### src/rtl/maxpool_stream.sv
// maxpool_stream: streaming 2x2 / stride-2 max-pooling stage.
// Takes a raster-order feature map as a valid-qualified beat stream and
// writes one pooled word per completed 2x2 window.
// Optional feature macro: MAXPOOL_RELU_EN clamps negative pooled results to 0.
//
// Stream semantics (input and output alike): there is no ready. A word
// transfers on every clock edge where its strobe is high, and the strobe
// never waits on the receiver. The input strobe i_mem_wr counts only while
// busy. The output strobe o_mem_wr is a one-cycle pulse per pooled word.
// o_mem_data and o_mem_addrs are valid during that pulse.
module maxpool_stream #(
  parameter int DATA_WIDTH = 16,
  parameter int IMG_W      = 26,
  parameter int IMG_H      = 26,
  localparam int BUF_AW    = (IMG_W / 2 > 1) ? $clog2(IMG_W / 2) : 1,
  localparam int OUT_AW    = ((IMG_W / 2) * (IMG_H / 2) > 1) ?
                             $clog2((IMG_W / 2) * (IMG_H / 2)) : 1
) (
  input  logic                  clk,
  input  logic                  rst,
  input  logic                  start,
  input  logic                  i_mem_wr,
  input  logic [DATA_WIDTH-1:0] i_mem_data,
  output logic                  o_mem_wr,
  output logic [DATA_WIDTH-1:0] o_mem_data,
  output logic [OUT_AW-1:0]     o_mem_addrs,
  output logic                  busy,
  output logic                  done,
  output logic [1:0]            dbg_state
);

  localparam int COL_W    = (IMG_W > 1) ? $clog2(IMG_W) : 1;
  localparam int ROW_W    = (IMG_H > 1) ? $clog2(IMG_H) : 1;
  localparam int LB_DEPTH = (IMG_W / 2 > 0) ? IMG_W / 2 : 1;
  localparam logic [COL_W-1:0] COL_LAST = COL_W'(IMG_W - 1);
  localparam logic [ROW_W-1:0] ROW_LAST = ROW_W'(IMG_H - 1);

  typedef enum logic [1:0] {
    S_IDLE = 2'd0,
    S_RUN  = 2'd1,
    S_FIN  = 2'd2
  } state_t;

  state_t state, state_nxt;

  logic [COL_W-1:0]             col;
  logic [ROW_W-1:0]             row;
  logic signed [DATA_WIDTH-1:0] hold;
  logic signed [DATA_WIDTH-1:0] din;
  logic signed [DATA_WIDTH-1:0] hmax;
  logic signed [DATA_WIDTH-1:0] lb_rd;
  logic signed [DATA_WIDTH-1:0] pool_max;
  logic signed [DATA_WIDTH-1:0] pool_out;
  logic signed [DATA_WIDTH-1:0] linebuf [LB_DEPTH];
  logic [BUF_AW-1:0]            lb_addr;
  logic                         beat;
  logic                         clear;
  logic                         last_beat;

  // A beat that arrives together with start belongs to the aborted frame
  // and is dropped; the restart wins.
  assign beat      = (state == S_RUN) && i_mem_wr && !start;
  assign clear     = start && (state != S_FIN);
  assign last_beat = (row == ROW_LAST) && (col == COL_LAST);

  assign din      = i_mem_data;
  assign lb_addr  = BUF_AW'(col >> 1);
  assign lb_rd    = linebuf[lb_addr];
  assign hmax     = (hold > din) ? hold : din;
  assign pool_max = (hmax > lb_rd) ? hmax : lb_rd;

  assign busy      = (state == S_RUN);
  assign done      = (state == S_FIN);
  assign dbg_state = state;

  // Optional ReLU folded into the output register's input.
  always_comb begin
    pool_out = pool_max;
`ifdef MAXPOOL_RELU_EN
    if (pool_max < 0) pool_out = '0;
`else
    pool_out = pool_max;
`endif
  end

  // State register.
  always_ff @(posedge clk) begin
    if (rst) state <= S_IDLE;
    else     state <= state_nxt;
  end

  // Next-state logic: FIN lasts exactly one cycle and ignores start.
  always_comb begin
    state_nxt = state;
    case (state)
      S_IDLE:  if (start) state_nxt = S_RUN;
      S_RUN:   if (beat && last_beat) state_nxt = S_FIN;
      S_FIN:   state_nxt = S_IDLE;
      default: state_nxt = S_IDLE;
    endcase
  end

  // Half-row buffer of horizontal maxima from the even row of each window pair.
  always_ff @(posedge clk) begin
    if (beat && col[0] && !row[0]) linebuf[lb_addr] <= hmax;
  end

  // Position counters, horizontal hold register and the registered output.
  // Odd col on an odd row always lies inside a full window, so trailing
  // odd-sized edges drop out without any extra test.
  always_ff @(posedge clk) begin
    if (rst) begin
      col         <= '0;
      row         <= '0;
      hold        <= '0;
      o_mem_wr    <= 1'b0;
      o_mem_data  <= '0;
      o_mem_addrs <= '0;
    end else begin
      o_mem_wr <= 1'b0;
      if (o_mem_wr) o_mem_addrs <= o_mem_addrs + 1'b1;
      if (clear) begin
        col         <= '0;
        row         <= '0;
        o_mem_addrs <= '0;
      end else if (beat) begin
        if (col == COL_LAST) begin
          col <= '0;
          row <= last_beat ? '0 : row + 1'b1;
        end else begin
          col <= col + 1'b1;
        end
        if (!col[0]) begin
          hold <= din;
        end else if (row[0]) begin
          o_mem_wr   <= 1'b1;
          o_mem_data <= pool_out;
        end
      end
    end
  end

endmodule

### config.mk
export PLATFORM = sky130hd
export DESIGN_NAME = maxpool_stream
export DESIGN_NICKNAME = d
export VERILOG_FILES = /design/src/rtl/maxpool_stream.sv
export SDC_FILE = /design/constraint.sdc
export NUM_CORES = 1
export LEC_CHECK = 0
export ABC_AREA = 1
export BUFFER_PORTS_ARGS = -buffer_cell sky130_fd_sc_hd__buf_2
export CORE_ASPECT_RATIO = 0.75
export CORE_MARGIN = 3
export CORE_UTILIZATION = 50
export DETAILED_ROUTE_END_ITERATION = 16
export GPL_ROUTABILITY_DRIVEN = 0
export GPL_TIMING_DRIVEN = 0
export PLACE_DENSITY = 0.67
export SYNTH_ARGS = -nofsm -noshare
export SYNTH_HDL_FRONTEND = slang
export SYNTH_SLANG_ARGS = --single-unit
### constraint.sdc
create_clock -name clk -period 5.1 [get_ports clk]
set_clock_uncertainty 0.2 [all_clocks]
set_input_delay 0.255 -clock clk [delete_from_list [all_inputs] [get_ports clk]]
set_output_delay 0.255 -clock clk [all_outputs]
set_load 0.02 [all_outputs]
# Word-level counts from Yosys, hierarchy flattened
# Memory sizes are Yosys's and may differ from the RTL's. A register that Yosys moved wholly into a read port is not among the register bits.
# Index checks and enable logic that the tools add are counted.
totals:
  reg_bits: 53
  latch_bits: 0
  mem_bits_rw: 208
  romBits: 0
  input_bits: 20
  out_inout_bits: 29
  word_cells: 51
  mem_count: 1
classes:
  add_sub_neg: 3
  mul: 0
  n_div: 0
  magnitude_cmp: 2
  n_eq_ne: 7
  shift: 0
  mux: 12
  bitwise: 3
  reduce_logical: 16
memory_table:
  columns: ["memory", "depth", "word_bits", "read_ports", "rd_clocked_by_memory_dff", "write_ports", "line", "text"]
  rows:
  - ["linebuf", 13, 16, 1, 1, 1, "54", "logic signed [DATA_WIDTH-1:0] linebuf [LB_DEPTH];"]
ops:
  columns: ["operator", "n"]
  rows:
  - ["> comparator 16 bit", 2]
  - ["2-to-1 mux 16 bit", 2]
  - ["adder 5 x 1 -> 5 bit, second input constant", 2]
  - ["equality test 5 bit, second input constant", 2]
  - ["2-to-1 mux 5 bit", 2]
  - ["adder 8 x 1 -> 8 bit, second input constant", 1]
  - ["2-to-1 mux 4 bit", 2]
  - ["logical AND 1 bit", 7]
  - ["2-to-1 mux 2 bit", 2]
  - ["!= test 2 bit, second input constant", 2]
  - ["one-hot mux 2 bit (2 select lines)", 1]
  - ["AND reduction 2 bit", 2]
  - ["AND reduction 4 bit", 1]
  - ["OR reduction 4 bit", 1]
  - ["2-to-1 mux 1 bit", 3]
  - ["inverter 1 bit", 3]
  - ["AND reduction 3 bit", 1]
  - ["equality test 2 x 1 -> 1 bit, second input constant", 1]
  - ["equality test 2 bit, second input constant", 1]
  - ["logical NOT 1 bit", 2]
  - ["logical NOT 2 bit", 1]
  - ["!= test 2 x 1 -> 1 bit, second input constant", 1]
  - ["OR reduction 2 bit", 1]

# Logic depth before layout (Yosys ltp)
depth:
  depth_word: 7
  mapped_depth: 34
  depth_no_buf: 32

# Worst setup path after synthesis
# No wires, ideal clock.
synth_path:
  path_kind: "register -> register"
  startpoint: "register hold[15]"
  endpoint: "register o_mem_data[10]"
  setup_time_ns: 0.132
  arrival_ns: 3.099
  setup_slack_ns: 1.669
  path_stages_with_launch: 22
  n_path_buf: 2
  synth_period_minus_slack_ns: 3.431
  cell_sequence: "dfxtp_1 ha_1 nand2_2 nor3_4 nand2_1 nand3_2 nand3_4 buf_12 nand2_2 nand2_1 ha_1 a21oi_1 o21ai_0 a21oi_1 nand2_1 nand2_1 nand3_2 inv_2 clkbuf_8 nand3_1 nand2_1 a21oi_1"
synth_between:
  elab_chain_cells: 4
synth_rtl:
  columns: ["item", "line", "text"]
  rows:
  - ["start, declared", "48", "logic signed [DATA_WIDTH-1:0] hold;"]
  - ["start signal, assigned", "134", "hold <= din;"]
  - ["> comparator 16 bit", "69", "assign hmax = (hold > din) ? hold : din;"]
  - ["2-to-1 mux 16 bit", "69", null]
  - ["net hmax[11]", "50", "logic signed [DATA_WIDTH-1:0] hmax;"]
  - ["> comparator 16 bit", "70", "assign pool_max = (hmax > lb_rd) ? hmax : lb_rd;"]
  - ["2-to-1 mux 16 bit", "70", null]
  - ["end signal, assigned", "137", "o_mem_data <= pool_out;"]
  - ["end, declared", "25", "output logic [DATA_WIDTH-1:0] o_mem_data,"]
# The timed path passes the listed nets, and every way through them passes these cells.
# A chain may end at the register's enable or synchronous reset.

# Final worst setup path
layout_path:
  startpoint: "input port i_mem_data[15]"
  endpoint: "register o_mem_data[15]"
layout_between:
  elab_chain_cells: 4
layout_rtl:
  columns: ["item", "line", "text"]
  rows:
  - ["start, declared", "23", "input logic [DATA_WIDTH-1:0] i_mem_data,"]
  - ["> comparator 16 bit", "69", null]
  - ["2-to-1 mux 16 bit", "69", null]
  - ["net hmax[9]", "50", null]
  - ["> comparator 16 bit", "70", null]
  - ["2-to-1 mux 16 bit", "70", null]
# The timed path passes the listed nets, and every way through them passes these cells.

==> out/summary.txt <==
Seq/Total Area, Yosys - 0.624
Hold WC Path Type - in -> reg
unrepaired setup endpoints after global routing - no
Buf/Inv on CP - 5
Crit path max-delay family - simple AND/OR/NAND/NOR gates
Core Region - 23,100 um^2
critical path cell sequence - dlygate4sd3_1 -> buf_2 -> inv_1 -> ha_1 -> a21oi_1 -> o21ai_0 -> a21oi_2 -> nand3_2 -> nand3_4 -> nand2_1 -> nand2_1 -> ha_1 -> a21oi_1 -> o21ai_0 -> a21oi_1 -> nand2_1 -> nand2_1 -> nand3_2 -> inv_2 -> nand3_1 -> nand2_1 -> a21oi_2 -> dlygate4sd3_1
initial core utilization - 0.512
Total Routing Usage GR - 0.244
Layout Nets - 1,275
DR DRC count - 0
Die W - 184 um
buffer type at the clock tree root - clkbuf_16
FF-to-FF path depth - 20
endpoints failing setup - 0
WP depth - 23
Slew Limit Fails - 0
Clock Pin Slew Worst Setup and Hold Paths - 70 ps
Post-Syn Area - 11,800 um^2
Power Dens Cells - 337 nW/um^2
cell at the slowest stage of the critical path - dlygate4sd3_1
largest net degree at the start of global routing - 17
Yosys warnings - 0
grt total ovfl - 0
Antenna Cells - 0
post-synth top area share - 0.528
Main synth FF type - edfxtp_1
buffer count from post-CTS setup fixing - 0
FF-to-FF Start - hold[15]
vias in the first global route - 8,382
VDD IR max - 0.265 mV
cell row count - 48
Synth-to-Final Area Change - 16.6%
Critical Path End - o_mem_data[15]
Yosys reg bits - 265
fraction of layout instances using a drive strength above 1 - 0.162
syn avg cell area - 10.7 um^2
Max clock buf depth - 3
CTS Buf Count - 26
RR Endpoint - o_mem_data[15]
final std cells w/o fill - 1,538
Final Hold Violating Endpoints - 0
initial antenna violation count - 0
status - complete, no violations
Critical Path Max Stage Delay - 540 ps
post-synthesis async set-or-reset flop share - 0
leakage power - 0.00515 uW
Ports - 49
Total Power - 4650 uW
Pre-antenna DRT Iters - 5
EDFF count, synth - 208
Synth cell types - 44
Syn Inst Count - 1,111
post-synth top area cell - edfxtp_1
Post-Syn Nets - 1,168
setup_tns - 0 ps
Routed WL - 31,200 um
largest cells by area after synthesis - edfxtp_1 53%, dfxtp_1 9.6%, nor2_1 4.9%
Crit. Startpoint - i_mem_data[15]
crit end category - register
Final Cycle Share - 0.942
final instance area - 13,800 um^2
type of origin of the critical path - input pin
Post-synth top cells - 208 x edfxtp_1, 156 x nor2_1, 149 x nand2_1
Sink Count - 265
die height - 139 um
Max Clk Rate - 0.208 GHz
dpl hpwl - 21,800 um
# port buffers - 47
count leader, synth - edfxtp_1
drt wl/cell - 20.3 um
most frequent CP cell - nand2_1
final antenna-violating net count - 0
max-cap violation count - 0
crit path max fanout - 14
worst path required time - 5310 ps
Vias/cell - 5.73
Die Area - 25,600 um^2
Final Core Density - 0.597
slew margin rel. - 0.350
Final min period - 4800 ps
DRT iter0 DRCs - 910
CTS tree - done
flop2flop setup slack - 390 ps
placed insts - 1,471
Setup Crit Path Kind - in -> reg
Worst Tran Pin Value - 974 ps
Worst-Skew Late Latency - 530 ps
global-route wire length before repair - 48,100 um
via count - 8,813
H-tree levels - 1
Post-DP Area - 12,700 um^2
critical path arrival - 5020 ps
-- repair_timing --
action | in CTS | in global routing
endpoints found under the hold margin | 37 | 0
gates resized for setup | 0 | 8
endpoints found under the setup margin | 0 | 1
hold buffers | 19 | 0
-- worst min-delay path: stages --
cell and delay [ps]:
buf_2 80, nand3_2 170, nand2_1 120, a21oi_1 60
-- state kept, by name, indices dropped and copies added, names as in the netlist, named ones only --
register,flops
o_mem_addrs,8
o_mem_data,16
linebuf,208
row,5
hold,16
o_mem_wr,1
dbg_state,2
col,5
-- layer usage --
layer	routed length, um	share of wire	global-route usage	vias up
li1	-	-	-	4155
met5	0	0	0	-
met2	13100	0.42	0.352	401
met4	439	0.014	0.0421	0
met1	14600	0.47	0.390	4221
met3	3060	0.098	0.0457	36
-- layout make-up --
class,count,area [um^2]
Clock buffer,34,722
Inverter,78,293
Buffer,56,380
Sequential cell,265,7390
Fill cell,1864,9330
Clock inverter,14,198
Timing Repair Buffer,79,599
Tap cell,300,375
Multi-Input combinational cell,712,3840
-- placed cells by master, fill, tap and decap left out, types with 27 or more instances in the layout --
| cell type | count |
|---|---|
| inv_1 | 61 |
| nor2_1 | 149 |
| edfxtp_1 | 208 |
| buf_2 | 59 |
| o211ai_1 | 49 |
| nand2_1 | 141 |
| a21oi_1 | 75 |
| o21ai_0 | 94 |
| clkbuf_16 | 27 |
| dfxtp_1 | 57 |
| clkbuf_1 | 27 |
| nand3_1 | 53 |
| ha_1 | 37 |
-- metrics by stage --
stage / setup slack, ps / hold WS, ps
floorplan: 1670 / 218
global placement: 612 / 252
detailed placement: 599 / 257
CTS: 262 / 3.14
global route: 1.76 / 67.7
finish: 296 / 26.2
-- report_power, final --
group	total, uW	internal, uW	leakage [uW]	switching (uW)
sequential	2350	2350	0.00236	4.05
clock	2060	1250	0.000447	810
combinational	239	72.9	0.00235	166
total	4650	3670	0.00515	981
-- worst min-delay path by stage --
| stage | start | endpoint | slack, ps | cells past startpoint |
|---|---|---|---|---|
| final | i_mem_wr | col[0] | 30 | 4 |
| after floorplan | start | dbg_state[0] | 220 | 2 |
| after detailed placement | o_mem_data[12] | o_mem_data[12] | 260 | 2 |
| after global routing | i_mem_wr | col[0] | 70 | 4 |
| after CTS | i_mem_wr | col[0] | 3 | 4 |
| after global placement | o_mem_data[7] | o_mem_data[7] | 250 | 2 |
-- cells by family (layout without fill, tap and decap cells) --
group                    Yosys count  count (layout)  share of synthesized area
XOR/XNOR                           2               2                    0.00148
adder cells (fa/ha/maj)           37              37                     0.0391
flip-flops                       265             265                      0.624
AO/OA/AOI/OAI                    251             251                      0.122
AND/OR/NAND/NOR                  421             421                      0.155
buffers and inverters            134             261                     0.0569
multiplexers                       1               1                   0.000846
Power figures use the tool's default switching activity.
